$ cat src/rtl/fc_cmd_scheduler_pkg.sv
// Shared definitions for the fast-control command scheduler:
// fc_word bit indices, L1A source indices, calibration FSM states.
package fc_cmd_scheduler_pkg;

  localparam int FC_BCR  = 0;
  localparam int FC_L1A  = 1;
  localparam int FC_LRST = 2;
  localparam int FC_BCLR = 3;
  localparam int FC_CAL  = 5;

  localparam int SRC_SW    = 0;
  localparam int SRC_EXT   = 1;
  localparam int SRC_TIMER = 2;
  localparam int SRC_RSVD  = 3;

  typedef enum logic [2:0] {
    CAL_IDLE,
    CAL_ALIGN,
    CAL_PULSE,
    CAL_WAIT,
    CAL_FIRE
  } cal_state_t;

  // Pulse cycles remaining after the first one; length 0 acts as 1.
  function automatic logic [3:0] pulse_last(
    input logic [3:0] len
  );
    return (len == 4'd0) ? 4'd0 : len - 4'd1;
  endfunction

endpackage

$ cat src/rtl/fc_cmd_scheduler_if.sv
// Request/config/status bundle of the fast-control scheduler.
// master: request source + config owner; slave: the scheduler.
interface fc_cmd_scheduler_if #(
  parameter int ORB_W  = 12,
  parameter int VETO_W = 12,
  parameter int CNT_W  = 16
);
  logic [ORB_W-1:0]  bx_counter;
  logic [3:0]        req_l1a;
  logic              req_link_reset;
  logic              req_buffer_clear;
  logic              req_calib;
  logic              busy;
  logic              enable_veto_busy;
  logic [VETO_W-1:0] l1a_veto_len;
  logic [ORB_W-1:0]  cmd_bx;
  logic [ORB_W-1:0]  calib_bx;
  logic [3:0]        calib_pulse_len;
  logic [7:0]        calib_l1a_offset;
  logic              clear_counters;
  logic [7:0]        fc_word;
  logic              veto_active;
  logic              calib_active;
  logic [1:0]        cmd_pending;
  logic [CNT_W-1:0]  vetoed_count;
  logic [CNT_W-1:0]  dropped_count;

  modport master (
    output bx_counter, req_l1a,
    output req_link_reset,
    output req_buffer_clear,
    output req_calib, busy,
    output enable_veto_busy,
    output l1a_veto_len, cmd_bx,
    output calib_bx,
    output calib_pulse_len,
    output calib_l1a_offset,
    output clear_counters,
    input  fc_word, veto_active,
    input  calib_active,
    input  cmd_pending,
    input  vetoed_count,
    input  dropped_count
  );

  modport slave (
    input  bx_counter, req_l1a,
    input  req_link_reset,
    input  req_buffer_clear,
    input  req_calib, busy,
    input  enable_veto_busy,
    input  l1a_veto_len, cmd_bx,
    input  calib_bx,
    input  calib_pulse_len,
    input  calib_l1a_offset,
    input  clear_counters,
    output fc_word, veto_active,
    output calib_active,
    output cmd_pending,
    output vetoed_count,
    output dropped_count
  );
endinterface

$ cat src/rtl/fc_sat_counter.sv
// Saturating up-counter with synchronous clear (clear beats inc).
// Ports: clk_bx, reset_n, clear, inc, count.
module fc_sat_counter #(
  parameter int W = 16
) (
  input  logic         clk_bx,
  input  logic         reset_n,
  input  logic         clear,
  input  logic         inc,
  output logic [W-1:0] count
);

  always_ff @(posedge clk_bx or negedge reset_n) begin
    if (!reset_n) begin
      count <= '0;
    end else if (clear) begin
      count <= '0;
    end else if (inc && count != '1) begin
      count <= count + 1'b1;
    end
  end

endmodule

$ cat src/rtl/fc_cmd_scheduler.sv
// Fast-control scheduler: BCR, merged/vetoed L1A, orbit-aligned
// link reset / buffer clear, calibration pulse + L1A sequencer.
// Ports: clk_bx, reset_n, bus (slave side of fc_cmd_scheduler_if).
module fc_cmd_scheduler
  import fc_cmd_scheduler_pkg::*;
#(
  parameter int ORB_W  = 12,
  parameter int VETO_W = 12,
  parameter int CNT_W  = 16
) (
  input  logic clk_bx,
  input  logic reset_n,
  fc_cmd_scheduler_if.slave bus
);

  cal_state_t        state;
  logic [3:0]        pcnt;
  logic [7:0]        ocnt;
  logic [7:0]        ocnt_dec;
  logic [VETO_W-1:0] veto_cnt;
  logic [ORB_W-1:0]  bx;
  logic              lr_pend;
  logic              bc_pend;
  logic              bcr_q;
  logic              l1a_q;
  logic              lrst_q;
  logic              bclr_q;
  logic              cal_q;
  logic              cal_fire;
  logic              l1a_src;
  logic              veto;
  logic              l1a_go;
  logic              cmd_hit;
  logic              lr_go;
  logic              bc_go;
  logic              veto_inc;
  logic              drop_inc;

  assign bx       = bus.bx_counter;
  assign cmd_hit  = bx == bus.cmd_bx;
  assign lr_go    = cmd_hit & lr_pend;
  assign bc_go    = cmd_hit & bc_pend & ~lr_pend;
  assign ocnt_dec = (ocnt != 8'd0) ? ocnt - 8'd1 : 8'd0;

  // Asserted in the cycle before FIRE so the calibration L1A
  // lands in fc_word together with the FIRE state.
  assign cal_fire =
    (state == CAL_PULSE && pcnt == 4'd0 && ocnt <= 8'd1) ||
    (state == CAL_WAIT && ocnt == 8'd1);

  assign l1a_src  = (|bus.req_l1a) | cal_fire;
  assign veto     = (veto_cnt != '0) |
                    (bus.busy & bus.enable_veto_busy);
  assign l1a_go   = l1a_src & ~veto;
  assign veto_inc = l1a_src & veto;
  assign drop_inc = bus.req_calib & (state != CAL_IDLE);

  always_ff @(posedge clk_bx or negedge reset_n) begin
    if (!reset_n) begin
      bcr_q    <= 1'b0;
      l1a_q    <= 1'b0;
      lrst_q   <= 1'b0;
      bclr_q   <= 1'b0;
      veto_cnt <= '0;
      lr_pend  <= 1'b0;
      bc_pend  <= 1'b0;
    end else begin
      bcr_q  <= bx == '0;
      l1a_q  <= l1a_go;
      lrst_q <= lr_go;
      bclr_q <= bc_go;
      if (l1a_go | bc_go) begin
        veto_cnt <= bus.l1a_veto_len;
      end else if (veto_cnt != '0) begin
        veto_cnt <= veto_cnt - 1'b1;
      end
      if (lr_go) begin
        lr_pend <= 1'b0;
      end else if (bus.req_link_reset) begin
        lr_pend <= 1'b1;
      end
      if (bc_go) begin
        bc_pend <= 1'b0;
      end else if (bus.req_buffer_clear) begin
        bc_pend <= 1'b1;
      end
    end
  end

  always_ff @(posedge clk_bx or negedge reset_n) begin
    if (!reset_n) begin
      state <= CAL_IDLE;
      pcnt  <= 4'd0;
      ocnt  <= 8'd0;
      cal_q <= 1'b0;
    end else begin
      cal_q <= 1'b0;
      unique case (state)
        CAL_IDLE: begin
          if (bus.req_calib) begin
            state <= CAL_ALIGN;
          end
        end
        CAL_ALIGN: begin
          if (bx == bus.calib_bx) begin
            state <= CAL_PULSE;
            pcnt  <= pulse_last(bus.calib_pulse_len);
            ocnt  <= bus.calib_l1a_offset;
            cal_q <= 1'b1;
          end
        end
        CAL_PULSE: begin
          ocnt <= ocnt_dec;
          if (pcnt != 4'd0) begin
            pcnt  <= pcnt - 4'd1;
            cal_q <= 1'b1;
          end else if (cal_fire) begin
            state <= CAL_FIRE;
          end else begin
            state <= CAL_WAIT;
          end
        end
        CAL_WAIT: begin
          ocnt <= ocnt_dec;
          if (cal_fire) begin
            state <= CAL_FIRE;
          end
        end
        CAL_FIRE: begin
          state <= CAL_IDLE;
        end
        default: begin
          state <= CAL_IDLE;
        end
      endcase
    end
  end

  always_comb begin
    bus.fc_word          = '0;
    bus.fc_word[FC_BCR]  = bcr_q;
    bus.fc_word[FC_L1A]  = l1a_q;
    bus.fc_word[FC_LRST] = lrst_q;
    bus.fc_word[FC_BCLR] = bclr_q;
    bus.fc_word[FC_CAL]  = cal_q;
  end

  // busy is a live input; hold the flag low while in reset.
  assign bus.veto_active  = reset_n & veto;
  assign bus.calib_active = state != CAL_IDLE;
  assign bus.cmd_pending  = {bc_pend, lr_pend};

  fc_sat_counter #(.W(CNT_W)) u_vetoed (
    .clk_bx  (clk_bx),
    .reset_n (reset_n),
    .clear   (bus.clear_counters),
    .inc     (veto_inc),
    .count   (bus.vetoed_count)
  );

  fc_sat_counter #(.W(CNT_W)) u_dropped (
    .clk_bx  (clk_bx),
    .reset_n (reset_n),
    .clear   (bus.clear_counters),
    .inc     (drop_inc),
    .count   (bus.dropped_count)
  );

endmodule

$ cat src/flat_wrapper.sv
// flat-port wrapper written by rule: the top's interface ports become plain ports
module fc_cmd_scheduler_flat import fc_cmd_scheduler_pkg::*;
#(
  parameter int ORB_W  = 12,
  parameter int VETO_W = 12,
  parameter int CNT_W  = 16
)
  (clk_bx, reset_n, bus_bx_counter, bus_req_l1a, bus_req_link_reset, bus_req_buffer_clear, bus_req_calib, bus_busy, bus_enable_veto_busy, bus_l1a_veto_len, bus_cmd_bx, bus_calib_bx, bus_calib_pulse_len, bus_calib_l1a_offset, bus_clear_counters, bus_fc_word, bus_veto_active, bus_calib_active, bus_cmd_pending, bus_vetoed_count, bus_dropped_count);
  fc_cmd_scheduler_if #(.ORB_W(ORB_W), .VETO_W(VETO_W), .CNT_W(CNT_W)) bus_i ();
  input  logic clk_bx;
  input  logic reset_n;
  input wire logic [$bits(bus_i.bx_counter)-1:0] bus_bx_counter;
  input wire logic [$bits(bus_i.req_l1a)-1:0] bus_req_l1a;
  input wire logic [$bits(bus_i.req_link_reset)-1:0] bus_req_link_reset;
  input wire logic [$bits(bus_i.req_buffer_clear)-1:0] bus_req_buffer_clear;
  input wire logic [$bits(bus_i.req_calib)-1:0] bus_req_calib;
  input wire logic [$bits(bus_i.busy)-1:0] bus_busy;
  input wire logic [$bits(bus_i.enable_veto_busy)-1:0] bus_enable_veto_busy;
  input wire logic [$bits(bus_i.l1a_veto_len)-1:0] bus_l1a_veto_len;
  input wire logic [$bits(bus_i.cmd_bx)-1:0] bus_cmd_bx;
  input wire logic [$bits(bus_i.calib_bx)-1:0] bus_calib_bx;
  input wire logic [$bits(bus_i.calib_pulse_len)-1:0] bus_calib_pulse_len;
  input wire logic [$bits(bus_i.calib_l1a_offset)-1:0] bus_calib_l1a_offset;
  input wire logic [$bits(bus_i.clear_counters)-1:0] bus_clear_counters;
  output wire logic [$bits(bus_i.fc_word)-1:0] bus_fc_word;
  output wire logic [$bits(bus_i.veto_active)-1:0] bus_veto_active;
  output wire logic [$bits(bus_i.calib_active)-1:0] bus_calib_active;
  output wire logic [$bits(bus_i.cmd_pending)-1:0] bus_cmd_pending;
  output wire logic [$bits(bus_i.vetoed_count)-1:0] bus_vetoed_count;
  output wire logic [$bits(bus_i.dropped_count)-1:0] bus_dropped_count;
  assign bus_i.bx_counter = bus_bx_counter;
  assign bus_i.req_l1a = bus_req_l1a;
  assign bus_i.req_link_reset = bus_req_link_reset;
  assign bus_i.req_buffer_clear = bus_req_buffer_clear;
  assign bus_i.req_calib = bus_req_calib;
  assign bus_i.busy = bus_busy;
  assign bus_i.enable_veto_busy = bus_enable_veto_busy;
  assign bus_i.l1a_veto_len = bus_l1a_veto_len;
  assign bus_i.cmd_bx = bus_cmd_bx;
  assign bus_i.calib_bx = bus_calib_bx;
  assign bus_i.calib_pulse_len = bus_calib_pulse_len;
  assign bus_i.calib_l1a_offset = bus_calib_l1a_offset;
  assign bus_i.clear_counters = bus_clear_counters;
  assign bus_fc_word = bus_i.fc_word;
  assign bus_veto_active = bus_i.veto_active;
  assign bus_calib_active = bus_i.calib_active;
  assign bus_cmd_pending = bus_i.cmd_pending;
  assign bus_vetoed_count = bus_i.vetoed_count;
  assign bus_dropped_count = bus_i.dropped_count;
  fc_cmd_scheduler #(.ORB_W(ORB_W), .VETO_W(VETO_W), .CNT_W(CNT_W)) u_core (.clk_bx(clk_bx), .reset_n(reset_n), .bus(bus_i));
endmodule
$ cat config.mk
export PLATFORM = sky130hd
export DESIGN_NAME = fc_cmd_scheduler_flat
export DESIGN_NICKNAME = d
export VERILOG_FILES = /design/src/rtl/fc_cmd_scheduler_pkg.sv /design/src/rtl/fc_cmd_scheduler_if.sv /design/src/rtl/fc_sat_counter.sv /design/src/rtl/fc_cmd_scheduler.sv /design/src/flat_wrapper.sv
export SDC_FILE = /design/constraint.sdc
export NUM_CORES = 1
export LEC_CHECK = 0
export BUFFER_PORTS_ARGS = -buffer_cell sky130_fd_sc_hd__buf_2
export CORE_MARGIN = 1.5
export CORE_UTILIZATION = 55
export CTS_CLUSTER_SIZE = 8
export DETAILED_ROUTE_END_ITERATION = 8
export PLACE_DENSITY = 0.84
export RECOVER_POWER = 25
export SYNTH_ARGS = -nofsm -noshare
export SYNTH_HDL_FRONTEND = slang
export SYNTH_SLANG_ARGS = --single-unit
$ cat constraint.sdc
create_clock -name clk_bx -period 6.35 [get_ports clk_bx]
set_clock_uncertainty 0.05 [all_clocks]
set_input_delay 0.635 -clock clk_bx [delete_from_list [all_inputs] [get_ports clk_bx]]
set_output_delay 0.635 -clock clk_bx [all_outputs]
set_load 0.005 [all_outputs]
==> flow_summary.toml <==
[setup_path]
setup.worst_path.end_class = "asynchronous set/reset pin"
crit_type = "input port to asynchronous set/reset pin"
critPathTopFamily = "buffers and inverters"
path_cells = "clkbuf_1 -> clkbuf_1"
slowest_delay_ns = 1.60
reg2reg_slack_ns = 3.15
critPathBufInv = 2
r2r-start = "u_core.pcnt[0]"
path_common_cell = "clkbuf_1"
r2r_end = "u_core.veto_cnt[11]"
crit_slowest_cell = "clkbuf_1"
cp-start-kind = "input port"
crit_fanout = 39
worstRegToRegCells = 8
crit_required_ns = 6.32
worstPathArrival_ns = 3.33

[logic_synthesis]
yosys.area.top_type_share_pct = 40.6
synth_edf_count = 0
postSynthAreaPerCell_um2 = 9.20
seq_area_frac_synth_pct = 40.6
synthTopCellsByArea = "dfrtp_1 (41%), xor2_1 (6.5%), nor2_1 (4.2%)"
ys_warn_count = 0
synth_area_um2 = 4070
postSynthCellCount = 442
synthArstFlopShare_pct = 100
ys_types = 56
ys.flop_type = "dfrtp_1"
synth_top_cell_by_area = "dfrtp_1"
ys_ff_latch = 66

[pwr]
comb_power_share_pct = 22.3
p_seq_share_pct = 45.0
p_leak_nw = 2.19
ir_worst_vdd_v = 0.000211
netSwitchingPower_w = 0.000372
intPower_w = 0.000821
p_per_area_nw_per_um2 = 248
power.share.clock_pct = 32.7
p_sw_share_pct = 31.2

[outcome]
outcome = "complete, but fails checks"
violations = "max-capacitance violations, max-slew violations"

[clock_tree]
cts_tree = "built"
insertion_delay_ns = 0.34
clk_pin_slew_worst_paths_ns = 0.07
cts-resized-gates = 0
cts_buffers = 9
cts_root_buf = "clkbuf_8"
cts_num_sinks = 66
postCtsSetupRepairBufs = 0
htreeDepth = 3
clock_path_buffers = 2
cts-hold-fix-buffers = 0

[worst_hold_path]
min_path_cells = 2
hold_end = "u_core.veto_cnt[3]"
hp-class = "input port to flop"
worstHoldStart = "bus_l1a_veto_len[3]"

[cells_and_area]
nets = 623
mostFrequentLayoutCell = "buf_2"
insertedDiodeCount = 0
final_cell_mix = "buf_2 (108), dfrtp_1 (66), nor2_1 (45)"
final_layout_size_suffix_gt1_share_pct = 25.9
area_growth_pct = 18.3
fin_cells = 647

[global_route]
grt_overflow_total = 0
track_usage_pct = 26.8
grt_max_degree = 40
grt_pass1_vias = 3522
grt_pass1_wl_um = 16400
antenna_found_initial = 0

[timing]
worst_slew_pin_slew_ns = 2.13
slew_headroom_pct = -42.0
fin_crit_sh_pct = 52.9
fin_setup_tns_ns = 0
drv_slew = 40
hold_violations = 0
max_freq_mhz = 298
fin_crit_ns = 3.36
setup_viol = 0
rsz0062_at_grt = "false"
whs_ns = 0.451

[drt]
avgViaCountPerCell = 5.78
antenna_left = 0
drt_wl_total_um = 9810
avgRoutedWirePerCell_um = 15.2
first_pass_iters = 5
num_vias = 3741
drt-initial-drc-count = 304
post-route-drc-count = 0

[die]
start_util_pct = 56.3
ioPinCount = 116
row_count = 31
core_um2 = 7210
fp.dieW_um = 89.0
die-area_um2 = 7920
die_h_um = 89.0

[placed_design]
place_congestion = 0.883
portBuffers = 112
hpwl_um = 7270
place_inst = 631

[job]
maxCapViolCount = 1
-- how the worst max path moves through the flow --
stage | end | from | cells after the start
floorplan | u_core.ocnt[0] | bus_bx_counter[11] | 7
global placement | u_core.veto_cnt[1] | u_core.pcnt[0] | 8
detailed placement | u_core.veto_cnt[11] | u_core.pcnt[0] | 8
CTS | u_core.veto_cnt[11] | u_core.pcnt[0] | 8
global route | u_core.ocnt[7] | reset_n | 2
finish | u_core.ocnt[0] | reset_n | 2
-- per-layer routing --
metal / GRT usage, % / routed length (um) / up-vias
met3: 4.80 / 473 / 21
met2: 44.3 / 4820 / 136
met5: 0 / 0 / -
met4: 9.93 / 201 / 0
li1: - / - / 1796
met1: 35.5 / 4320 / 1788
-- cell type report --
cell class / instances / area [um^2]
timing repair buffer: 113 / 559
tap: 99 / 124
clock inverter: 7 / 93.8
fill: 631 / 2400
multi-input combinational: 339 / 2200
clock buffer: 9 / 124
sequential: 66 / 1650
inverter: 14 / 52.6
-- power groups by stage --
stage	Sequential (W)	Combinational (W)	Clock [W]
floorplan	0.000528	0.000190	0
global placement	0.000538	0.000253	0
detailed placement	0.000542	0.000264	0
CTS	0.000536	0.000267	0.000392
global route	0.000547	0.000303	0.000415
finish	0.000537	0.000265	0.000390
-- kinds of logic after synthesis --
logic type                 share of synthesized area [%]
adders and majority gates                           2.46
DFF                                                 40.6
AOI/OAI and AO/OA                                   13.8
and+or+nand+nor                                     24.6
xor gates and xnor gates                            9.91
other                                             0.0922
buffers and inverters                               5.32
muxes                                               3.23
-- through the flow --
step | area (um^2) | util (%) | setup WS, ns | total power (W)
2_1_floorplan | 4070 | - | 3.78 | 0.000718
3_3_place_gp | 4600 | 63.8 | 3.35 | 0.000791
3_5_place_dp | 4600 | 63.8 | 3.24 | 0.000806
4_1_cts | 4820 | 66.8 | 3.15 | 0.00120
5_1_grt | 4810 | 66.7 | 2.24 | 0.00126
6_report | 4810 | 66.7 | 2.99 | 0.00119
-- registers in the layout (all words and copies together) (netlist names) --
signal                  cells
u_core.pcnt                 4
u_core.veto_cnt            12
u_core.ocnt                 8
u_core.cal_q                1
u_core.bc_pend              1
u_core.bcr_q                1
u_core.bclr_q               1
u_core.state                3
u_core.lrst_q               1
u_core.lr_pend              1
u_core.u_dropped.count     16
u_core.l1a_q                1
u_core.u_vetoed.count      16
-- cells in the mapped netlist (3+ instances only) --
cell       count
o31ai_1        8
a21oi_1       18
and2_1         3
o22ai_1        5
xnor2_1       16
a31oi_1        4
mux2i_1        3
ha_1           8
clkbuf_1       9
dfrtp_1       66
buf_4         10
nand2_1       31
nor4_1        13
or4_1          7
nor2b_1        8
o41ai_1        3
o2bb2ai_1      8
nand3_1       16
nor2_1        45
inv_1         14
a211oi_1       6
xor2_1        30
mux2_2         9
nor3_1        18
or2_2          3
nor3b_1        4
and3_1         5
or3_1          7
a21o_1         4
buf_6          4
and4_1         5
o21ai_0       13
nand4_1       11
Power figures use the tool's default switching activity.
